<file path="src/rtl/spi_pkg.sv">
// rtl/spi_pkg.sv - SPI controller register layout shared with its bus masters
package spi_pkg;

   // SPICnt bit positions; bits 15:8 are the SPICntHi register, 7:0 SPICntLo
   localparam int SPICNT_HI_LSB   = 8;
   localparam int SPICNT_START    = 15;
   localparam int SPICNT_BUS_MAP  = 14;
   localparam int SPICNT_DEVICE   = 13;
   localparam int SPICNT_CS       = 12;
   localparam int SPICNT_SLOW_CLK = 11;
   localparam int SPICNT_MODE_LSB = 9;
   localparam int SPICNT_LEN_MSB  = 8;

   localparam logic [7:0] FLASH_CMD_READ = 8'h03;

   typedef enum logic [1:0] {
      MODE_WRITE         = 2'd0,
      MODE_READ          = 2'd1,
      MODE_EXCHANGE      = 2'd2,
      MODE_WAIT_AND_READ = 2'd3
   } transfer_mode_t;

   typedef enum logic [0:0] {
      DEV_FLASH  = 1'b0,
      DEV_SDCARD = 1'b1
   } device_t;

   // Assemble the SPICntHi byte from its fields
   function automatic logic [7:0] spi_cnt_hi(input logic start, input logic bus_map,
                                             input device_t dev, input logic cs,
                                             input logic slow_clk, input transfer_mode_t mode,
                                             input logic len_msb);
      logic [7:0] hi;
      hi = '0;
      hi[SPICNT_START - SPICNT_HI_LSB]           = start;
      hi[SPICNT_BUS_MAP - SPICNT_HI_LSB]         = bus_map;
      hi[SPICNT_DEVICE - SPICNT_HI_LSB]          = dev;
      hi[SPICNT_CS - SPICNT_HI_LSB]              = cs;
      hi[SPICNT_SLOW_CLK - SPICNT_HI_LSB]        = slow_clk;
      hi[SPICNT_MODE_LSB - SPICNT_HI_LSB +: 2]   = mode;
      hi[SPICNT_LEN_MSB - SPICNT_HI_LSB]         = len_msb;
      return hi;
   endfunction

endpackage

</file>
<file path="src/rtl/spi_flash_read_sequencer.sv">
// rtl/spi_flash_read_sequencer.sv - drives the SPI controller through one flash read and streams the data
module spi_flash_read_sequencer
   import spi_pkg::*;
#(
   parameter int TIMEOUT_CYCLES = 65535,
   parameter int POLL_INTERVAL  = 4,
   parameter int RD_LAT         = 2
) (
   input  logic        FastClk,
   input  logic        Reset,
   input  logic        Start,
   input  logic [23:0] FlashAddr,
   input  logic [8:0]  Len,
   input  logic        UseSlowClk,
   output logic [8:0]  BufAddr,
   output logic [7:0]  WriteData,
   output logic        WriteTXBuffer,
   output logic        WriteSPICntLo,
   output logic        WriteSPICntHi,
   output logic        RegWe,
   output logic        RegRe,
   input  logic [15:0] RXBufData,
   input  logic        SpiBusy,
   output logic [15:0] OutData,
   output logic        OutValid,
   input  logic        OutReady,
   output logic        OutLast,
   output logic        Idle,
   output logic        Done,
   output logic        Error
);

   localparam int PW = $clog2(POLL_INTERVAL + 1);
   localparam int TW = $clog2(TIMEOUT_CYCLES + 1);
   // command phase shifts out opcode plus three address bytes: count-minus-one = 3
   localparam logic [7:0] CMD_XFER_LEN = 8'h03;

   typedef enum logic [3:0] {
      ST_IDLE, ST_LOAD_TX, ST_CMD_START, ST_CMD_WAIT, ST_RD_START,
      ST_RD_WAIT, ST_DESELECT, ST_FETCH, ST_FINISH
   } seq_state_t;

   seq_state_t state, state_d;

   logic [23:0]       addr_q;
   logic [8:0]        len_q;
   logic              slow_q;
   logic              err_q;
   logic [1:0]        step;
   logic [PW-1:0]     poll_cnt;
   logic [TW-1:0]     wait_cnt;
   logic              zero_seen;
   logic [RD_LAT-1:0] re_pipe;
   logic              rd_valid;
   logic              in_wait;
   logic              busy_clear;
   logic              wait_expired;
   logic              timeout;
   logic [7:0]        word_idx;
   logic              rd_pend;
   logic              out_valid_q;
   logic              out_last_q;
   logic [15:0]       out_data_q;

   assign rd_valid     = re_pipe[RD_LAT-1];
   assign in_wait      = (state == ST_CMD_WAIT) || (state == ST_RD_WAIT);
   assign busy_clear   = rd_valid && !SpiBusy && zero_seen;
   assign wait_expired = (wait_cnt == TW'(TIMEOUT_CYCLES - 1));

   assign OutData  = out_data_q;
   assign OutValid = out_valid_q;
   assign OutLast  = out_last_q;
   assign Error    = err_q;
   assign Idle     = (state == ST_IDLE);

   // State register
   always_ff @(posedge FastClk) begin
      if (Reset) state <= ST_IDLE;
      else       state <= state_d;
   end

   // Request capture on an accepted Start; Error is sticky until the next one
   always_ff @(posedge FastClk) begin
      if (Reset) begin
         addr_q <= '0;
         len_q  <= '0;
         slow_q <= 1'b0;
         err_q  <= 1'b0;
      end else if (state == ST_IDLE && Start) begin
         addr_q <= FlashAddr;
         len_q  <= Len;
         slow_q <= UseSlowClk;
         err_q  <= 1'b0;
      end else if (timeout) begin
         err_q <= 1'b1;
      end
   end

   // Write-step, poll cadence, timeout and busy history; all restart on each state change
   always_ff @(posedge FastClk) begin
      if (Reset || state_d != state) begin
         step      <= '0;
         poll_cnt  <= '0;
         wait_cnt  <= '0;
         zero_seen <= 1'b0;
         re_pipe   <= '0;
      end else begin
         step    <= step + 2'd1;
         re_pipe <= RD_LAT'({re_pipe, RegRe});
         if (in_wait) begin
            poll_cnt <= (poll_cnt == PW'(POLL_INTERVAL - 1)) ? '0 : poll_cnt + 1'b1;
            wait_cnt <= wait_cnt + 1'b1;
            if (rd_valid) zero_seen <= !SpiBusy;
         end
      end
   end

   // Fetch datapath: one read in flight, one-word holding register toward the stream
   always_ff @(posedge FastClk) begin
      if (Reset || state != ST_FETCH) begin
         word_idx    <= '0;
         rd_pend     <= 1'b0;
         out_valid_q <= 1'b0;
         out_last_q  <= 1'b0;
         out_data_q  <= '0;
      end else begin
         if (RegRe) rd_pend <= 1'b1;
         if (rd_pend && rd_valid) begin
            out_data_q  <= RXBufData;
            out_valid_q <= 1'b1;
            out_last_q  <= (word_idx == len_q[8:1]);
            rd_pend     <= 1'b0;
         end
         if (out_valid_q && OutReady) begin
            out_valid_q <= 1'b0;
            out_last_q  <= 1'b0;
            word_idx    <= word_idx + 8'd1;
         end
      end
   end

   // Next-state and register-bus strobes
   always_comb begin
      state_d       = state;
      BufAddr       = '0;
      WriteData     = '0;
      WriteTXBuffer = 1'b0;
      WriteSPICntLo = 1'b0;
      WriteSPICntHi = 1'b0;
      RegWe         = 1'b0;
      RegRe         = 1'b0;
      Done          = 1'b0;
      timeout       = 1'b0;
      case (state)
         ST_IDLE: begin
            if (Start) state_d = ST_LOAD_TX;
         end
         ST_LOAD_TX: begin
            RegWe         = 1'b1;
            WriteTXBuffer = 1'b1;
            BufAddr       = {7'd0, step};
            case (step)
               2'd0:    WriteData = FLASH_CMD_READ;
               2'd1:    WriteData = addr_q[23:16];
               2'd2:    WriteData = addr_q[15:8];
               default: WriteData = addr_q[7:0];
            endcase
            if (step == 2'd3) state_d = ST_CMD_START;
         end
         ST_CMD_START: begin
            RegWe = 1'b1;
            if (step == 2'd0) begin
               WriteSPICntLo = 1'b1;
               WriteData     = CMD_XFER_LEN;
            end else begin
               WriteSPICntHi = 1'b1;
               WriteData     = spi_cnt_hi(1'b1, 1'b1, DEV_FLASH, 1'b1, slow_q, MODE_WRITE, 1'b0);
               state_d       = ST_CMD_WAIT;
            end
         end
         ST_RD_START: begin
            RegWe = 1'b1;
            if (step == 2'd0) begin
               WriteSPICntLo = 1'b1;
               WriteData     = len_q[7:0];
            end else begin
               WriteSPICntHi = 1'b1;
               WriteData     = spi_cnt_hi(1'b1, 1'b1, DEV_FLASH, 1'b1, slow_q, MODE_READ, len_q[8]);
               state_d       = ST_RD_WAIT;
            end
         end
         ST_CMD_WAIT, ST_RD_WAIT: begin
            RegRe = (poll_cnt == '0);
            if (busy_clear) begin
               state_d = (state == ST_CMD_WAIT) ? ST_RD_START : ST_DESELECT;
            end else if (wait_expired) begin
               timeout = 1'b1;
               state_d = ST_DESELECT;
            end
         end
         ST_DESELECT: begin
            // drops cs and unmaps the buffer so received bytes appear at bus address 0
            RegWe         = 1'b1;
            WriteSPICntHi = 1'b1;
            WriteData     = 8'h00;
            state_d       = err_q ? ST_FINISH : ST_FETCH;
         end
         ST_FETCH: begin
            RegRe   = !rd_pend && !out_valid_q;
            BufAddr = {word_idx, 1'b0};
            if (out_valid_q && OutReady && out_last_q) state_d = ST_FINISH;
         end
         ST_FINISH: begin
            Done    = 1'b1;
            state_d = ST_IDLE;
         end
         default: state_d = ST_IDLE;
      endcase
   end

endmodule

</file>
<file path="config.mk">
export PLATFORM = sky130hd
export DESIGN_NAME = spi_flash_read_sequencer
export DESIGN_NICKNAME = d
export VERILOG_FILES = /design/src/rtl/spi_pkg.sv /design/src/rtl/spi_flash_read_sequencer.sv
export SDC_FILE = /design/constraint.sdc
export NUM_CORES = 1
export LEC_CHECK = 0
export BUFFER_PORTS_ARGS = -buffer_cell sky130_fd_sc_hd__buf_4
export CORE_UTILIZATION = 54
export DETAILED_ROUTE_END_ITERATION = 10
export GPL_TIMING_DRIVEN = 0
export MAX_ROUTING_LAYER = met4
export PLACE_DENSITY = 0.8
export SLEW_MARGIN = 20
export SYNTH_ARGS = -nofsm -noshare
export SYNTH_HDL_FRONTEND = slang
export SYNTH_SLANG_ARGS = --single-unit
export TNS_END_PERCENT = 10
</file>
<file path="constraint.sdc">
create_clock -name FastClk -period 2.2 [get_ports FastClk]
set_input_delay 0.33 -clock FastClk [delete_from_list [all_inputs] [get_ports FastClk]]
set_output_delay 0.33 -clock FastClk [all_outputs]
set_load 0.05 [all_outputs]
</file>
==> results.md <==
- Critical path fanouts, max: 6
- Top cells by instance count after synthesis: nand2_1, dfxtp_1, a21oi_1
- Most frequent cell after synthesis: nand2_1
- WP data arrival: between 1.5 and 2 ns
- CTS tree: yes
- I/O Buffers: 96
- Global-route wire length before repair: around 18 mm
- Unrepaired setup endpoints after global routing: true
- Die height: between 90 and 100 um
- Vias per cell: roughly 5.5
- DR WL/cell: roughly 16 um
- DR pass1 iterations: 5
- Filler cells: between 500 and 600
- Largest net degree at the start of global routing: 15
- Async set-reset flop share out of synthesis: 0%
- Ant diodes: 0
- H-Tree Depth: 3
- EDFF count, synth: 0
- Post-Syn Area: 4190 um2
- Ordered list of cells on the worst path: buf_4 -> nor2b_4 -> nor2_2 -> nor4_4 -> buf_4 -> a32oi_2 -> o21ai_2 -> buf_6
- Synth Net Count: just under 600
- Startpoint Class: flip-flop
- Max_cap viols: 0
- Fmax: 0.456 GHz
- GPL Wtd Cong: roughly 0.89
- CTS buffer count: 9
- Hold Crit Depth: 2
- Routed vias: roughly 4.1k
- Area Growth Syn to Fin: 34.8%
- Clk pwr share: 34.1%
- Drt drc: 0
- Initial drt markers: 253
- Final Hold Fails: 0
- Root Buffer: clkbuf_8
- Top-area cell type share of the netlist area: 43.0%
- Sequential fraction of the synthesis area: a little over two fifths
- Final ANT Viol Nets: 0
- Grt total ovfl: 0
- Met3 Wirelength: 693 um
- Routed Wire Length: 11.8 mm
- Ys Warns: 0
- Flop pwr share: 51.1%
- Row Count: 31
- Crit-path slowest cell: dfxtp_4
- Worst-Margin Slew: ~0.57 ns
- Critical Path RT: 1.87 ns
- Yosys reg bits: 90
- Worst Setup End Kind: output pin
- Clock-pin slew on the worst setup and hold paths: roughly 0.090 ns
- Leak Pwr: 2.24 nW
- Switching Share: a little over a quarter
- Syn Inst Count: 523
- Initial antenna violation count: 0
- Reg2Reg Depth: 6
- Total global-route track usage: slightly below 30%
- Synth unique cells: 52
- Leading area contributor after synthesis: dfxtp_1
- Core ar.: approximately 7400 um2
- Status: complete, no violations
- Setup tns final: 0 ns
- Synth area leaders: dfxtp_1, nand2_1, a21oi_1, nor2_1, xor2_1
- Chip width: 90.1 um
- Max layer used: met4
- CP peak stage delay: roughly 0.38 ns
- Clock latency on the worst-skew pair: 0.37 ns
- Routed length on met2: 5.93 mm
- Final slew viol count: 0
- Critical path depth: 8
- Final Cycle Share: around 100%
- Die area: between 8000 and 9000 um2
- Nets: roughly 700
- Setup slack after layout: about 0.0055 ns
- Syn avg cell area: roughly 8 um2
- Kind of critical path: flip-flop to output pin
- Worst VDD drop: around 0.38 mV
- Vias in the first global route: 3,863
- Slew headroom: 62.1%
- Tmin final: between 2 and 2.5 ns
- Setup-failing EPs final: 0
- Setup Skew: 0.00923 ns
- P per Cell Area: around 590 nW/um2
- Clock buffer depth: 2
- Worst hold-check path type: input port to flip-flop
- Clock sinks: 90
- Dpl ws: -0.163 ns
- Ports: 98
- Layout cells sized above 1: a little under a third
- Int Pwr: about 2.4 mW
- Starting Density: between 50% and 60%
- CP top delay family: buffers and inverters
- Ys flop type: dfxtp_1
- Final HPWL DP: roughly 7.7 mm
- Combinational share of power: around 15%
- CP dominant cell by count: buf_4
- P_sw: 0.909 mW
- Met1 WL: 4.79 mm
- Bufs and invs on worst path: 3
## path summary, 6_finish.rpt
path | slack, ns | end | from
worst max-delay path | 0.006 | WriteData[3] | state[2]
worst max register to register | 0.26 | step[1] | wait_cnt[2]
worst min-delay path | 0.16 | zero_seen | SpiBusy
worst min register to register | 0.41 | re_pipe[1] | re_pipe[0]
## what timing repair did
| action | CTS | global route |
|---|---|---|
| buffers inserted | 6 | 9 |
| resized for setup | 68 | 25 |
| hold buffers | 0 | 0 |
| pin swaps | 5 | 4 |
| setup endpoints to repair | 21 | 12 |
| gates cloned | 1 | 1 |
## metrics by stage
| step | hold WS [ns] | instance area [um2] | utilization (%) | instances | total power, mW |
|---|---|---|---|---|---|
| 6_report | 0.157 | 5640 | 76.6 | 743 | 3.34 |
| 5_1_grt | 0.158 | 5640 | 76.6 | 743 | 3.45 |
| 4_1_cts | 0.154 | 5490 | 74.5 | 734 | 3.31 |
| 3_5_place_dp | 0.405 | 5040 | 68.3 | 718 | 2.14 |
| 3_3_place_gp | 0.406 | 5040 | 68.3 | 718 | 2.13 |
| 2_1_floorplan | 0.394 | 4190 | - | 523 | 1.98 |
## cell families after synthesis
family / share of synthesized area [%]
and+or+nand+nor: 25.7
AOI/OAI and AO/OA: 15.4
DFF: 43.0
buffers and inverters: 5.50
xor gates and xnor gates: 6.69
adders and majority gates: 2.69
muxes: 0.986
## registers in the layout, summed over array words and instances, names as in the netlist
| name | cells |
|---|---|
| poll_cnt | 3 |
| zero_seen | 1 |
| Error | 1 |
| slow_q | 1 |
| wait_cnt | 16 |
| state | 4 |
| step | 2 |
| word_idx | 8 |
| OutValid | 1 |
| re_pipe | 2 |
| rd_pend | 1 |
| OutData | 16 |
| len_q | 9 |
| OutLast | 1 |
| addr_q | 24 |
## cell type report
| cell class | count | area [um2] | area share (%) |
|---|---|---|---|
| inverters | 11 | 41.3 | 0.732 |
| multi-input cells | 386 | 2380 | 42.1 |
| well taps | 99 | 124 | 2.20 |
| clock buffers | 10 | 138 | 2.44 |
| flip-flops and latches | 90 | 1810 | 32.1 |
| clock inverters | 5 | 55.1 | 0.976 |
| plain buffers | 29 | 191 | 3.39 |
| repair buffers | 113 | 903 | 16.0 |
## per-layer routing
layer,GRT usage [%],vias to the layer above
met5,-,-
met4,10.8,0
met3,6.43,36
met2,46.9,181
met1,36.2,1908
li1,-,1994
## power by group through the flow
stage               combinational [mW]  sequential (mW)  clock, mW
finish                           0.494             1.71       1.14
global placement                 0.392             1.74          0
CTS                              0.466             1.71       1.14
detailed placement               0.398             1.74          0
global route                     0.527             1.71       1.21
floorplan                        0.250             1.73          0
## cells in the final DEF (no fill, tap or decap), types with 3 or more instances in the layout
| cell | synthesis | layout |
|---|---|---|
| nand2_1 | 111 | 110 |
| buf_2 | 13 | 11 |
| nor2b_1 | 5 | 3 |
| mux2i_1 | 3 | 3 |
| nand4_1 | 9 | 9 |
| nor3_1 | 8 | 7 |
| o21ai_2 | 0 | 4 |
| nor2_1 | 52 | 50 |
| and3_1 | 6 | 5 |
| o21ai_0 | 10 | 3 |
| a21oi_2 | 0 | 6 |
| dfxtp_2 | 0 | 3 |
| buf_4 | 2 | 101 |
| xnor2_1 | 13 | 13 |
| a31oi_1 | 4 | 4 |
| inv_1 | 11 | 9 |
| a22oi_1 | 6 | 5 |
| buf_6 | 4 | 15 |
| clkbuf_1 | 17 | 9 |
| o21ai_4 | 0 | 3 |
| ha_1 | 9 | 5 |
| and2_1 | 11 | 11 |
| and4_1 | 5 | 5 |
| clkbuf_8 | 0 | 11 |
| dfxtp_1 | 90 | 85 |
| xor2_1 | 19 | 18 |
| nand3_1 | 13 | 13 |
| a21oi_1 | 69 | 63 |
(Power assumes the default switching activity.)
